$ cat config.mk
export PLATFORM = sky130hd
export DESIGN_NAME = usb1_host_port_mux
export DESIGN_NICKNAME = d
export VERILOG_FILES = /design/src/rtl/usb1_host_port_mux.sv
export SDC_FILE = /design/constraint.sdc
export NUM_CORES = 1
export LEC_CHECK = 0
export ABC_AREA = 0
export BUFFER_PORTS_ARGS = -buffer_cell sky130_fd_sc_hd__clkbuf_2
export CAP_MARGIN = 40
export CORE_UTILIZATION = 40
export DETAILED_ROUTE_END_ITERATION = 16
export PLACE_DENSITY = 0.58
export RECOVER_POWER = 25
export SYNTH_ARGS = -nofsm -noshare
export SYNTH_HDL_FRONTEND = slang
export SYNTH_SLANG_ARGS = --single-unit
$ cat constraint.sdc
create_clock -name usb_clk_i -period 5.7 [get_ports usb_clk_i]
set_input_delay 1.14 -clock usb_clk_i [delete_from_list [all_inputs] [get_ports usb_clk_i]]
set_output_delay 1.14 -clock usb_clk_i [all_outputs]
set_load 0.005 [all_outputs]
$ cat src/rtl/usb1_host_port_mux.sv
// usb1_host_port_mux
//   Root-port switch for the USB1.1 host. Several transceiver pad sets share
//   one usb_fs_phy pad interface. Everything runs in the usb_clk_i domain.
//   Each port has a debounced connect detector with a sticky change flag and
//   a host-driven bus reset (SE0). PHY tx/rx traffic goes to one selected
//   port, and the selection only changes while the bus is idle.
//
// Ports
//   usb_clk_i, usb_rstn_i        clock, async active-low reset
//   phy_tx_{dp,dn,oen}_i         PHY transmit pads (oen active low)
//   phy_rx_{rcv,dp,dn}_o         receive pads of the selected port
//   port_in_{dp,dn}_i    [N]     per-port pad inputs
//   port_out_{dp,dn,oen}_o [N]   per-port pad outputs (oen active low)
//   sel_req_i/_valid_i           port switch request (index + strobe)
//   sel_busy_o, sel_cur_o        switch pending / current port
//   port_rst_req_i [N]           strobe that starts a bus reset on a port
//   port_rst_busy_o [N]          port is in bus reset or recovery
//   port_conn_o, port_chg_o [N]  debounced connect status and sticky change
//   port_chg_clr_i [N]           clears the change flag
//   intr_o                       registered OR of port_chg_o
module usb1_host_port_mux #(
    parameter int  NUM_PORTS    = 4,
    parameter int  DEBOUNCE_CYC = 6000000,
    parameter int  RESET_CYC    = 600000,
    parameter int  IDLE_CYC     = 16,
    localparam int PW           = $clog2(NUM_PORTS)
) (
    input  logic                 usb_clk_i,
    input  logic                 usb_rstn_i,
    input  logic                 phy_tx_dp_i,
    input  logic                 phy_tx_dn_i,
    input  logic                 phy_tx_oen_i,
    output logic                 phy_rx_rcv_o,
    output logic                 phy_rx_dp_o,
    output logic                 phy_rx_dn_o,
    input  logic [NUM_PORTS-1:0] port_in_dp_i,
    input  logic [NUM_PORTS-1:0] port_in_dn_i,
    output logic [NUM_PORTS-1:0] port_out_dp_o,
    output logic [NUM_PORTS-1:0] port_out_dn_o,
    output logic [NUM_PORTS-1:0] port_out_oen_o,
    input  logic [PW-1:0]        sel_req_i,
    input  logic                 sel_req_valid_i,
    output logic                 sel_busy_o,
    output logic [PW-1:0]        sel_cur_o,
    input  logic [NUM_PORTS-1:0] port_rst_req_i,
    output logic [NUM_PORTS-1:0] port_rst_busy_o,
    output logic [NUM_PORTS-1:0] port_conn_o,
    output logic [NUM_PORTS-1:0] port_chg_o,
    input  logic [NUM_PORTS-1:0] port_chg_clr_i,
    output logic                 intr_o
);

    localparam int IW   = $clog2(IDLE_CYC + 1);
    localparam int DW   = $clog2(DEBOUNCE_CYC + 1);
    localparam int RMAX = (RESET_CYC > IDLE_CYC) ? RESET_CYC : IDLE_CYC;
    localparam int RW   = $clog2(RMAX + 1);

    typedef enum logic [1:0] {
        P_IDLE  = 2'd0,
        P_RST   = 2'd1,
        P_RECOV = 2'd2
    } port_state_e;

    logic [PW-1:0]        r_sel_cur, r_pend;
    logic                 r_busy, r_intr;
    logic [IW-1:0]        r_idle_cnt;
    logic [NUM_PORTS-1:0] w_rst_busy, w_chg;
    logic                 w_req_ok, w_idle;

    // Compare in 32 bits so non-power-of-two port counts can reject high indices.
    assign w_req_ok = (32'(sel_req_i) < 32'(NUM_PORTS));
    assign w_idle   = (r_idle_cnt >= IW'(IDLE_CYC));

    always_ff @(posedge usb_clk_i or negedge usb_rstn_i) begin
        if (!usb_rstn_i) begin
            r_sel_cur  <= '0;
            r_pend     <= '0;
            r_busy     <= 1'b0;
            r_idle_cnt <= '0;
            r_intr     <= 1'b0;
        end else begin
            // The idle counter saturates at IDLE_CYC, so it never wraps back to "busy".
            if (!phy_tx_oen_i)
                r_idle_cnt <= '0;
            else if (!w_idle)
                r_idle_cnt <= r_idle_cnt + IW'(1);
            // A new request takes priority over completing the old one, so the
            // most recent index is always the one that gets selected.
            if (sel_req_valid_i && w_req_ok) begin
                r_pend <= sel_req_i;
                r_busy <= 1'b1;
            end else if (r_busy && w_idle) begin
                r_sel_cur <= r_pend;
                r_busy    <= 1'b0;
            end
            r_intr <= |w_chg;
        end
    end

    for (genvar g = 0; g < NUM_PORTS; g++) begin : g_port
        port_state_e   r_state, w_state_nxt;
        logic [RW-1:0] r_rcnt, w_rcnt_nxt;
        logic [DW-1:0] r_dcnt;
        logic          r_conn, r_chg, r_dp, r_dn, r_oen;
        logic          w_busy, w_in_rst, w_raw, w_set, w_sel;

        assign w_busy   = (r_state != P_IDLE);
        assign w_in_rst = (r_state == P_RST);
        assign w_raw    = port_in_dp_i[g] | port_in_dn_i[g];
        assign w_sel    = (r_sel_cur == PW'(g));
        // During our own reset/recovery the line shows our SE0, so debounce is held off.
        assign w_set    = !w_busy && (w_raw != r_conn) && (r_dcnt == DW'(DEBOUNCE_CYC - 1));

        always_ff @(posedge usb_clk_i or negedge usb_rstn_i) begin
            if (!usb_rstn_i) begin
                r_state <= P_IDLE;
                r_rcnt  <= '0;
            end else begin
                r_state <= w_state_nxt;
                r_rcnt  <= w_rcnt_nxt;
            end
        end

        always_comb begin
            w_state_nxt = r_state;
            w_rcnt_nxt  = r_rcnt;
            case (r_state)
                P_IDLE: begin
                    if (port_rst_req_i[g]) begin
                        w_state_nxt = P_RST;
                        w_rcnt_nxt  = '0;
                    end
                end
                P_RST: begin
                    if (r_rcnt == RW'(RESET_CYC - 1)) begin
                        w_state_nxt = P_RECOV;
                        w_rcnt_nxt  = '0;
                    end else begin
                        w_rcnt_nxt = r_rcnt + RW'(1);
                    end
                end
                P_RECOV: begin
                    if (r_rcnt == RW'(IDLE_CYC - 1)) begin
                        w_state_nxt = P_IDLE;
                        w_rcnt_nxt  = '0;
                    end else begin
                        w_rcnt_nxt = r_rcnt + RW'(1);
                    end
                end
                default: begin
                    w_state_nxt = P_IDLE;
                    w_rcnt_nxt  = '0;
                end
            endcase
        end

        always_ff @(posedge usb_clk_i or negedge usb_rstn_i) begin
            if (!usb_rstn_i) begin
                r_dcnt <= '0;
                r_conn <= 1'b0;
                r_chg  <= 1'b0;
            end else begin
                if (w_busy || (w_raw == r_conn)) begin
                    r_dcnt <= '0;
                end else if (w_set) begin
                    r_dcnt <= '0;
                    r_conn <= w_raw;
                end else begin
                    r_dcnt <= r_dcnt + DW'(1);
                end
                // A new change event beats a simultaneous clear so it is never lost.
                if (w_set)
                    r_chg <= 1'b1;
                else if (port_chg_clr_i[g])
                    r_chg <= 1'b0;
            end
        end

        // Registered pad drive. Bus reset drives SE0, recovery releases the pad,
        // and otherwise only the selected port follows the PHY.
        always_ff @(posedge usb_clk_i or negedge usb_rstn_i) begin
            if (!usb_rstn_i) begin
                r_oen <= 1'b1;
                r_dp  <= 1'b0;
                r_dn  <= 1'b0;
            end else if (w_in_rst) begin
                r_oen <= 1'b0;
                r_dp  <= 1'b0;
                r_dn  <= 1'b0;
            end else if (w_busy || !w_sel) begin
                r_oen <= 1'b1;
                r_dp  <= 1'b0;
                r_dn  <= 1'b0;
            end else begin
                r_oen <= phy_tx_oen_i;
                r_dp  <= phy_tx_dp_i;
                r_dn  <= phy_tx_dn_i;
            end
        end

        assign port_out_dp_o[g]   = r_dp;
        assign port_out_dn_o[g]   = r_dn;
        assign port_out_oen_o[g]  = r_oen;
        assign port_rst_busy_o[g] = w_busy;
        assign port_conn_o[g]     = r_conn;
        assign port_chg_o[g]      = r_chg;
        assign w_rst_busy[g]      = w_busy;
        assign w_chg[g]           = r_chg;
    end

    // A port in reset/recovery shows SE0 to the PHY rather than our own driven SE0 echo.
    assign phy_rx_dp_o  = port_in_dp_i[r_sel_cur] & ~w_rst_busy[r_sel_cur];
    assign phy_rx_dn_o  = port_in_dn_i[r_sel_cur] & ~w_rst_busy[r_sel_cur];
    assign phy_rx_rcv_o = phy_rx_dp_o;

    assign sel_cur_o  = r_sel_cur;
    assign sel_busy_o = r_busy;
    assign intr_o     = r_intr;

endmodule

## After elaboration in Yosys (flattened, before gate mapping)

Cells that the tools add are included.

- Input port bits: 24
- Register bits after elaboration: 211
- Output and inout port bits: 31
- Word-level logic and storage cells: 235

- $add $sub $neg: 9
- Bitwise gates (word level): 12
- Order comparisons: 2
- Muxes and demuxes: 82
- Reductions and logical operators: 49
- Eq/ne operators: 44

Operator list:

| operator | count |
|---|---|
| $mux W20 | 12 |
| $pmux W20 S3 | 4 |
| $mux W23 | 8 |
| $add A23 B1 Y23 const B | 4 |
| $eq A23 B23 Y1 const B | 4 |
| $add A20 B1 Y20 const B | 4 |
| $eq A20 B20 Y1 const B | 4 |
| $eq A20 B4 Y1 const B | 4 |
| $mux W1 | 37 |
| $mux W2 | 12 |
| $pmux W2 S3 | 4 |
| $ne A2 B2 Y1 const B | 9 |
| $reduce_bool A2 Y1 | 9 |
| $eq A2 B2 Y1 const B | 6 |
| $reduce_and A3 Y1 | 4 |
| $eq A2 B1 Y1 const B | 5 |
| $logic_not A2 Y1 | 5 |
| $mux W5 | 2 |
| $reduce_and A2 Y1 | 5 |
| $logic_and A1 B1 Y1 | 9 |
| $logic_not A1 Y1 | 8 |
| $logic_or A1 B1 Y1 | 8 |
| $ne A2 B1 Y1 const B | 4 |
| $bmux W1 S2 | 3 |
| other kinds (9) | 24 |

## Logic depth before layout (Yosys ltp)

Gate-level depths: netlist of the first run.

- Word-level depth: 6
- Mapped depth: 9
- Depth with buffers taken out: 7

## Worst setup path before layout of the first run

No wires, ideal clock.

- Path kind: input to output
- From: input port port_in_dp_i[3]
- To: output port phy_rx_rcv_o
- Cell stages on the path: 3
- Setup slack: 2.675 ns
- Arrival: 1.885 ns
- Buffers on the path: 1
- Required time: 4.560 ns
- Cell sequence: mux4_2 -> and2_1 -> buf_4

- Longest elaborated chain between the ends: 3

Ends and longest elaborated chain:

| what | RTL line | text |
|---|---|---|
| from (decl) | 36 | `input logic [NUM_PORTS-1:0] port_in_dp_i,` |
| $bmux W1 S2 | 212 | `assign phy_rx_dp_o = port_in_dp_i[r_sel_cur] & ~w_rst_busy[r_sel_cur];` |
| $mux W1 (not written as such) | 212 |  |
| $and A1 B1 Y1 | 212 |  |
| to (decl) | 33 | `output logic phy_rx_rcv_o,` |

Every way passes these cells. The select of a mux whose other input is x is not followed.

## Worst setup path in the final report of the first run

- From: register r_sel_cur[0] (netlist: sel_cur_o[0])
- To: output port phy_rx_dp_o

- Longest elaborated chain between the ends: 4
- Elaborated cells between the ends (all ways): 6
- Those cells by class: mux: 4; bitwise: 2

Ends and longest elaborated chain:

| what | RTL line | text |
|---|---|---|
| from (decl) | 64 | `logic [PW-1:0] r_sel_cur, r_pend;` |
| from (signal assigned) | 93 | `r_sel_cur <= r_pend;` |
| $bmux W1 S2 | 212 |  |
| $mux W1 (not written as such) | 212 |  |
| $not A1 Y1 | 212 |  |
| $and A1 B1 Y1 * | 212 |  |
| to (decl) | 34 | `output logic phy_rx_dp_o,` |

Mark *: on every way between the ends. The rest lies on a longest branch, timed or not. The select of a mux whose other input is x is not followed.

==> results of run 1 <==
-- through the flow --
stage	utilization (%)	worst slack (ns)	hold slack, ns
2_1_floorplan	-	2.67	0.455
6_report	45.7	2.38	0.491
3_5_place_dp	42.6	2.47	0.487
4_1_cts	45.7	2.37	0.494
5_1_grt	45.7	1.89	0.509
3_3_place_gp	42.5	2.48	0.477
-- cell families after synthesis --
logic type               Yosys count
AO/OA/AOI/OAI                    198
XOR/XNOR                          93
adder cells (fa/ha/maj)           21
buffers and inverters             93
flip-flops                       211
multiplexers                      18
AND/OR/NAND/NOR                  560
-- area by class of cell --
cell class | count | area share, %
sequential | 211 | 42.7
clock inverter | 7 | 0.505
timing repair buffer | 63 | 2.89
tap | 372 | 3.76
clock buffer | 40 | 6.26
inverter | 36 | 1.09
multi-input combinational | 890 | 42.8
-- per-layer routing --
layer,track usage (%),vias up,wire (microns)
li1,-,4284,-
met1,24.8,4195,12000
met4,3.91,0,408
met5,0,-,0
met2,28.2,109,11100
met3,2.41,31,670
-- layout by cell type (no fill, tap or decap), types with 8 or more instances in the layout --
cell type / instances
a21o_1: 10
a21oi_1: 55
a22o_1: 10
a31oi_1: 44
a41oi_1: 8
and2_1: 16
and3_1: 28
clkbuf_1: 11
clkbuf_16: 27
clkbuf_2: 51
dfrtp_1: 207
ha_1: 21
inv_1: 36
mux2_2: 9
nand2_1: 126
nand2b_1: 10
nand3_1: 74
nand4_1: 38
nor2_1: 161
nor3_1: 33
nor4_1: 16
o21ai_0: 35
or3_1: 12
or4_1: 8
xnor2_1: 43
xor2_1: 50
-- state kept, by name, summed over array words and instances, names as in the netlist --
signal / flops
g_port.r_dn: 4
r_idle_cnt: 5
r_pend: 2
intr_o: 1
g_port.r_dp: 4
g_port.r_dcnt: 92
g_port.r_state: 8
g_port.r_chg: 4
g_port.r_oen: 4
sel_cur_o: 2
g_port.r_conn: 4
sel_busy_o: 1
g_port.r_rcnt: 80
-- how the worst min path moves through the flow --
stage	depth (start not counted)	slack, ns	endpoint
detailed placement	1	0.49	g_port[3].r_dcnt[0]$_DFF_PN0_
floorplan	1	0.45	g_port[3].r_dcnt[0]$_DFF_PN0_
CTS	1	0.49	g_port[3].r_dcnt[0]$_DFF_PN0_
finish	1	0.49	g_port[3].r_dcnt[0]$_DFF_PN0_
global placement	1	0.48	g_port[3].r_dcnt[0]$_DFF_PN0_
global route	1	0.51	g_port[3].r_dcnt[0]$_DFF_PN0_
-- where the power goes --
part | leakage (nW) | switching, mW | internal (mW)
Sequential | 2.89 | 0.0788 | 1.60
Combinational | 1.93 | 0.684 | 0.362
Clock | 0.412 | 0.620 | 0.974
==> results_dict.tcl, run 1 <==
set metrics [dict create \
    slowest_delay_ns 0.67 \
    maxCapViolations 1 \
    cts.sinks 211 \
    n_antenna_cell 0 \
    routabilityCongestion 0.810 \
    synth.distinct_cells 68 \
    cp.depth 3 \
    fmax_mhz 302 \
    final.period_utilization_pct 58.2 \
    nNetsFinal 1273 \
    rsz0062_at_grt "no" \
    drive_above_1_share_pct 10.5 \
    cts_max_level 1 \
    worstSetupPathType "register to output port" \
    tritoncts "done" \
    synth_top_flop_cell "dfrtp_1" \
    drt-wirelength-per-cell_microns 14.9 \
    crit_required_ns 4.56 \
    postCtsSetupRepairBufs 0 \
    cts_buffers 26 \
    cts_resized 0 \
    cts_max_path_buffers 3 \
    die-area_sq_um 28400 \
    synth_area_per_cell_sq_um 9.28 \
    worst-path-buf-inv 1 \
    worstPathCellList "mux4_2 > and2_1 > clkbuf_2" \
    clock_latency_ns 0.52 \
    hold_violations 0 \
    final_cells 1619 \
    endpoint "phy_rx_dp_o" \
    start_util_pct 40.9 \
    min_period_ns 3.32 \
    clk_pin_slew_worst_paths_ns 0.06 \
    powerDensity_nw_per_um2 349 \
    ioPinCount 55 \
    die_w_microns 168 \
    ys_ff_latch 211 \
    core_area_sq_um 27100 \
    drc_errors 0 \
    dr.pass1.iters 5 \
    syn-cell-area_sq_um 11100 \
    overflow 0 \
    synthesis.nets 1239 \
    synth_top_area_cell "dfrtp_1" \
    rr_endpoint "g_port[2].r_rcnt[3]$_DFFE_PN0P_" \
    peakVddDrop_uv 184 \
    synth-xor-area-share_pct 7.35 \
    reg2reg_from "g_port[2].r_rcnt[0]$_DFFE_PN0P_" \
    port_buffers 54 \
    rows 60 \
    multi_input_area_sq_um 5300 \
    hp-start "g_port[3].r_dcnt[0]$_DFF_PN0_" \
    grt_antenna_before_repair 0 \
    crit_path_start "sel_cur_o[0]$_DFFE_PN0P_" \
    postLayoutCellArea_sq_um 12400 \
    wl_microns 24200 \
    synthAdderAreaFrac_pct 2.37 \
    drt_iter0_drc 519 \
    hold_class "register to register" \
    yosysMostFrequentCell "dfrtp_1" \
    cp-end-kind "output port" \
    crit_arrival_ns 2.18 \
    seqCellArea_sq_um 5290 \
    r2r_setup_slack_ns 3.01 \
    status "finished with violations" \
    grt_use_total_pct 17.4 \
    muxShareOfSynthArea_pct 2.07 \
    drtAntennaViolNets 0 \
    synth_simple_gate_area_share_pct 24.7 \
    ys_warn_count 0 \
    synth_top_family_by_area "simple AND/OR/NAND/NOR gates" \
    ys_seq_area_share_pct 47.7 \
    worst_path_max_delay_cell "dfrtp_1" \
    die_y_microns 168 \
    grt_pass1_vias 8172 \
    area_growth_pct 11.7 \
    rr_worst_depth 7 \
    grt_pass1_wl_microns 41000 \
    holdBufCountCts 0 \
    vias 8619 \
    viasPerCell 5.32 \
    p_leak_nw 5.23 \
    setup_viol 0 \
    violations "capacitance limit, slew limit" \
    fillCellCount 2637 \
    finalClockSkew_ns 0.00617 \
    synthCells 1194 \
    yosys-top-cells-area "dfrtp_1 47%, nor2_1 5.5%, nand2_1 4.3%, xor2_1 4.0%, xnor2_1 3.4%" \
    synthArstFlopShare_pct 100 \
    synth-edff-count 0 \
    total_power_mw 4.32 \
    crit_family "flip-flops" \
    critical_path.max_fanout 11 \
    cts_root_buffer "clkbuf_16" \
    synth-compound-area-share_pct 11.4 \
    relSlewSlack_pct -88.9 \
    dp.cells 1572 \
    grt_max_degree 114 \
    synth_common_cells "207 x dfrtp_1, 161 x nor2_1, 126 x nand2_1" \
    synth_top_area_share_pct 46.7 \
    fin_setup_tns_ns 0 \
    drv_slew 113 \
    worst_pin_slew_ns 2.83 \
    startpoint_type "register" \
    place_area_sq_um 11600 \
    place_hpwl_microns 16700 \
]
No activity file was read; power rests on OpenSTA's default activity.
==> run 2, diff against run 1 <==
clock period = 3.2 ns   (was 5.7 ns; I/O delays follow)
==> results_dict.tcl, run 2 (synthesized netlist as in run 1, its figures left out) <==
set metrics [dict create \
    worstSetupPathType "register to output port" \
    n_antenna_cell 0 \
    viasPerCell 5.36 \
    rr_endpoint "g_port[2].r_rcnt[3]$_DFFE_PN0P_" \
    drc_errors 0 \
    grt_pass1_wl_microns 41500 \
    port_buffers 54 \
    total_power_mw 7.93 \
    cp-end-kind "output port" \
    finalClockSkew_ns 0.0189 \
    rr_worst_depth 8 \
    drt-wirelength-per-cell_microns 14.9 \
    p_leak_nw 5.30 \
    cts_max_level 1 \
    final_core_util_pct 46.1 \
    wl_microns 24200 \
    largestRegisters "g_port.r_dcnt x92, g_port.r_rcnt x80, g_port.r_state x8" \
    postCtsSetupRepairBufs 0 \
    clock_power_share_pct 38.0 \
    area_growth_pct 12.8 \
    tritoncts "done" \
    cts_root_buffer "clkbuf_16" \
    reg2reg_from "g_port[2].r_rcnt[0]$_DFFE_PN0P_" \
    holdBufCountCts 0 \
    endpoint "phy_rx_dp_o" \
    drtAntennaViolNets 0 \
    place_hpwl_microns 16900 \
    final_common_cell "dfrtp_1" \
    ioPinCount 55 \
    final.period_utilization_pct 87.4 \
    routabilityCongestion 0.800 \
    use_met1_pct 24.7 \
    setup_viol 0 \
    die-area_sq_um 28400 \
    cts.sinks 211 \
    worst_pin_slew_ns 2.00 \
    switching_share_pct 31.6 \
    hold_class "input port to register" \
    startpoint_type "register" \
    nNetsFinal 1278 \
    intPower_mw 5.43 \
    power_switching_mw 2.50 \
    peakVddDrop_uv 385 \
    r2r_setup_slack_ns 0.69 \
    dr.pass1.iters 5 \
    die_w_microns 168 \
    power_frac_comb_pct 24.4 \
    layout_common_cells "207 x dfrtp_1, 161 x nor2_1, 126 x nand2_1, 74 x nand3_1, 55 x a21oi_1" \
    status "finished with violations" \
    grt_util_met3_pct 2.50 \
    cts_max_path_buffers 3 \
    overflow 0 \
    start_util_pct 40.9 \
    drive_above_1_share_pct 11.3 \
    clock_latency_ns 0.53 \
    drt_iter0_drc 560 \
    fmax_mhz 358 \
    maxCapViolations 1 \
    fillCellCount 2580 \
    largest-register "g_port.r_dcnt" \
    cts_buffers 25 \
    grt_max_degree 77 \
    crit_path_start "sel_cur_o[0]$_DFFE_PN0P_" \
    critical_path.max_fanout 11 \
    pwr-share-seq_pct 37.6 \
    grtUsageMet2_pct 28.9 \
    top_usage_layer "met2" \
    min_period_ns 2.80 \
    violations "capacitance limit, slew limit" \
    grt_antenna_before_repair 0 \
    relSlewSlack_pct -33.6 \
    rows 60 \
    rsz0062_at_grt "no" \
    grt_pass1_vias 8302 \
    crit_arrival_ns 2.16 \
    drv_slew 75 \
    fin_setup_tns_ns 0 \
    powerDensity_nw_per_um2 634 \
    vias 8707 \
    grt_use_total_pct 17.6 \
    die_y_microns 168 \
    core_area_sq_um 27100 \
    hold_violations 0 \
    crit_required_ns 2.56 \
    cts_resized 0 \
    clk_pin_slew_worst_paths_ns 0.06 \
    largest_reg_flops 92 \
]
## run 2: changes by cell type in the layout (fill, tap and decap cells not counted)
| cell | change |
|---|---|
| clkbuf_1 | -6 |
| buf_4 | +4 |
| clkbuf_8 | +4 |
| clkbuf_2 | +3 |
| clkinv_2 | -3 |
| buf_8 | +2 |
| bufinv_16 | +2 |
| clkbuf_16 | -2 |
| buf_12 | +1 |
| buf_6 | -1 |
| clkinvlp_4 | -1 |
| inv_16 | +1 |
## run 2: cell type report
type                            instances  area [sq um]  share of cell area [%]
Clock buffer                           39           768                    6.14
Clock inverter                          6           120                   0.961
Inverter                               36           135                    1.08
Multi-Input combinational cell        890          5300                    42.4
Sequential cell                       211          5290                    42.3
Tap cell                              372           465                    3.72
Timing Repair Buffer                   69           430                    3.44
## run 2: per-stage QoR
step / std cells / cell area (sq um) / hold WS (ns) / setup WS, ns
detailed placement: 1577 / 11600 / 0.479 / 0.543
global route: 1623 / 12500 / 0.301 / 0.283
floorplan: 1194 / 11100 / 0.344 / 0.979
CTS: 1622 / 12500 / 0.0961 / 0.336
global placement: 1574 / 11600 / 0.480 / 0.612
finish: 1623 / 12500 / 0.301 / 0.404
## run 2: how the worst min path moves through the flow
stage,startpoint,end,slack (ns),depth (start not counted)
after floorplan,usb_rstn_i,g_port[0].r_chg$_DFFE_PN0P_,0.34,0
after detailed placement,g_port[3].r_dcnt[0]$_DFF_PN0_,g_port[3].r_dcnt[0]$_DFF_PN0_,0.48,1
after global placement,g_port[3].r_dcnt[0]$_DFF_PN0_,g_port[3].r_dcnt[0]$_DFF_PN0_,0.48,1
final,port_chg_clr_i[3],g_port[3].r_chg$_DFFE_PN0P_,0.30,2
after CTS,usb_rstn_i,g_port[3].r_dcnt[17]$_DFF_PN0_,0.1,1
after global routing,port_chg_clr_i[3],g_port[3].r_chg$_DFFE_PN0P_,0.30,2
## run 2: layer usage
layer | wire (microns) | vias up
met2 | 11200 | 112
met3 | 892 | 27
met1 | 11800 | 4274
li1 | - | 4294
met4 | 344 | 0
met5 | 0 | -
## run 2: critical path, stage by stage, from the launching register on
cell and delay, ns:
dfrtp_1 0.68, mux4_2 0.60, and2_1 0.23, clkbuf_2 0.13
## run 2: power groups by stage
| stage | clock, mW | sequential (mW) | combinational, mW |
|---|---|---|---|
| 2_1_floorplan | 0 | 2.99 | 1.44 |
| 3_3_place_gp | 0 | 3.03 | 1.86 |
| 3_5_place_dp | 0 | 3.03 | 1.93 |
| 4_1_cts | 3.10 | 2.98 | 1.94 |
| 5_1_grt | 3.22 | 3.01 | 2.18 |
| 6_report | 3.01 | 2.98 | 1.93 |
==> run 3, diff against run 2 <==
==> constraint.sdc (replaced) <==
create_clock -name usb_clk_i -period 3.2 [get_ports usb_clk_i]
set_input_delay 0.96 -clock usb_clk_i [delete_from_list [all_inputs] [get_ports usb_clk_i]]
set_output_delay 0.96 -clock usb_clk_i [all_outputs]
set_load 0.005 [all_outputs]
==> results_dict.tcl, run 3 (synthesized netlist as in run 1, its figures left out) <==
set metrics [dict create \
    pwr-share-seq_pct 37.6 \
    ioPinCount 55 \
    worst-path-buf-inv 2 \
    postCtsSetupRepairBufs 0 \
    largestRegisters "g_port.r_dcnt x92, g_port.r_rcnt x80, g_port.r_state x8" \
    powerDensity_nw_per_um2 631 \
    die-area_sq_um 28400 \
    start_util_pct 40.9 \
    cts_root_buffer "clkbuf_16" \
    area_growth_pct 13.1 \
    switching_share_pct 31.5 \
    port_buffers 54 \
    drt-wirelength-per-cell_microns 15.1 \
    final_cells 1631 \
    rr_endpoint "g_port[2].r_rcnt[15]$_DFFE_PN0P_" \
    routabilityCongestion 0.795 \
    hold_violations 0 \
    final_core_util_pct 46.3 \
    drive_above_1_share_pct 11.6 \
    violations "capacitance limit, slew limit" \
    dp.cells 1586 \
    wl_microns 24600 \
    reg2reg_from "g_port[2].r_rcnt[0]$_DFFE_PN0P_" \
    n_antenna_cell 0 \
    hold_path_depth 1 \
    startpoint_type "register" \
    drtAntennaViolNets 0 \
    r2r_setup_slack_ns 0.52 \
    grt_max_degree 89 \
    crit_family "multiplexers" \
    largest-register "g_port.r_dcnt" \
    cts_buffers 25 \
    viasPerCell 5.28 \
    hold_class "register to register" \
    power_frac_comb_pct 24.5 \
    min_to "g_port[3].r_dcnt[0]$_DFF_PN0_" \
    critical_path.max_fanout 5 \
    layout_common_cells "207 x dfrtp_1, 161 x nor2_1, 126 x nand2_1, 74 x nand3_1, 55 x a21oi_1" \
    die_w_microns 168 \
    holdBufCountCts 0 \
    clock_power_share_pct 37.8 \
    cp-end-kind "output port" \
    dr.pass1.iters 5 \
    rsz0062_at_grt "no" \
    clock_latency_ns 0.51 \
    place_hpwl_microns 17400 \
    fin_setup_tns_ns 0 \
    fmax_mhz 332 \
    drv_slew 85 \
    rr_worst_depth 8 \
    cts.sinks 211 \
    clk_pin_slew_worst_paths_ns 0.06 \
    grt_pass1_vias 8340 \
    cts_max_level 1 \
    slowest_delay_ns 0.48 \
    cts_resized 0 \
    core_area_sq_um 27100 \
    relSlewSlack_pct -56.3 \
    intPower_mw 5.42 \
    rows 60 \
    worst_path_max_delay_cell "mux4_2" \
    largest_reg_flops 92 \
    nNetsFinal 1286 \
    die_y_microns 168 \
    drc_errors 0 \
    vias 8616 \
    cts_max_path_buffers 3 \
    worstPathCellList "inv_1 > ha_1 > mux4_2 > and2_1 > clkbuf_2" \
    peakVddDrop_uv 344 \
    grt_use_total_pct 18.0 \
    crit_required_ns 2.24 \
    p_leak_nw 5.32 \
    grt_pass1_wl_microns 42400 \
    maxCapViolations 1 \
    crit_arrival_ns 2.05 \
    tritoncts "done" \
    min_period_ns 3.01 \
    finalClockSkew_ns 0.00792 \
    hp-start "g_port[3].r_dcnt[0]$_DFF_PN0_" \
    worst_pin_slew_ns 2.34 \
    overflow 0 \
    power_switching_mw 2.49 \
    grt_antenna_before_repair 0 \
    status "finished with violations" \
    setup_viol 0 \
    drt_iter0_drc 646 \
    worstSetupPathType "register to output port" \
    final_common_cell "dfrtp_1" \
    final.period_utilization_pct 94.0 \
]
-- run 3: layout make-up --
type,count,area (sq um)
clock buffer,33,676
multi-input combinational,890,5300
sequential,211,5290
timing repair buffer,77,490
clock inverter,12,188
tap,372,465
fill,2577,14600
inverter,36,135
-- run 3: metrics by stage --
stage | area (sq um) | hold WS (ns) | power (mW) | setup slack [ns]
final | 12500 | 0.489 | 7.92 | 0.192
after global routing | 12500 | 0.514 | 8.39 | 0.0740
after CTS | 12600 | 0.493 | 8.02 | 0.156
after detailed placement | 11700 | 0.485 | 4.97 | 0.333
after global placement | 11700 | 0.484 | 4.94 | 0.335
after floorplan | 11100 | 0.455 | 4.43 | 0.535
-- run 3: worst reg2reg max path: cells and delay by family (launching register included) --
family | cells | cell delay, ns
AOI/OAI and AO/OA | 4 | 1.10
and+or+nand+nor | 2 | 0.56
DFF | 1 | 0.39
buffers and inverters | 1 | 0.28
adders and majority gates | 1 | 0.23
-- run 3: per-layer routing --
metal | up-vias | track usage, % | part of all wire (%)
met1 | 4147 | 26.0 | 49
met4 | 0 | 4.47 | 2.0
met2 | 130 | 28.6 | 46
li1 | 4306 | - | -
met3 | 33 | 2.45 | 3.3
met5 | - | 0 | 0
-- run 3: worst max-delay path by stage --
stage | start | end | cells past startpoint
2_1_floorplan | port_in_dp_i[3] | phy_rx_rcv_o | 3
3_3_place_gp | port_in_dp_i[3] | phy_rx_rcv_o | 4
3_5_place_dp | port_in_dp_i[3] | phy_rx_rcv_o | 4
4_1_cts | g_port[0].r_state[0]$_DFFE_PN0P_ | phy_rx_rcv_o | 5
5_1_grt | g_port[0].r_state[0]$_DFFE_PN0P_ | phy_rx_rcv_o | 5
6_report | g_port[0].r_state[0]$_DFFE_PN0P_ | phy_rx_rcv_o | 5
-- run 3: power by group through the flow --
| stage | Sequential, mW | Clock [mW] | Combinational (mW) |
|---|---|---|---|
| 2_1_floorplan | 2.99 | 0 | 1.44 |
| 6_report | 2.98 | 3.00 | 1.94 |
| 4_1_cts | 2.98 | 3.08 | 1.96 |
| 3_3_place_gp | 3.02 | 0 | 1.92 |
| 5_1_grt | 3.01 | 3.19 | 2.19 |
| 3_5_place_dp | 3.03 | 0 | 1.95 |
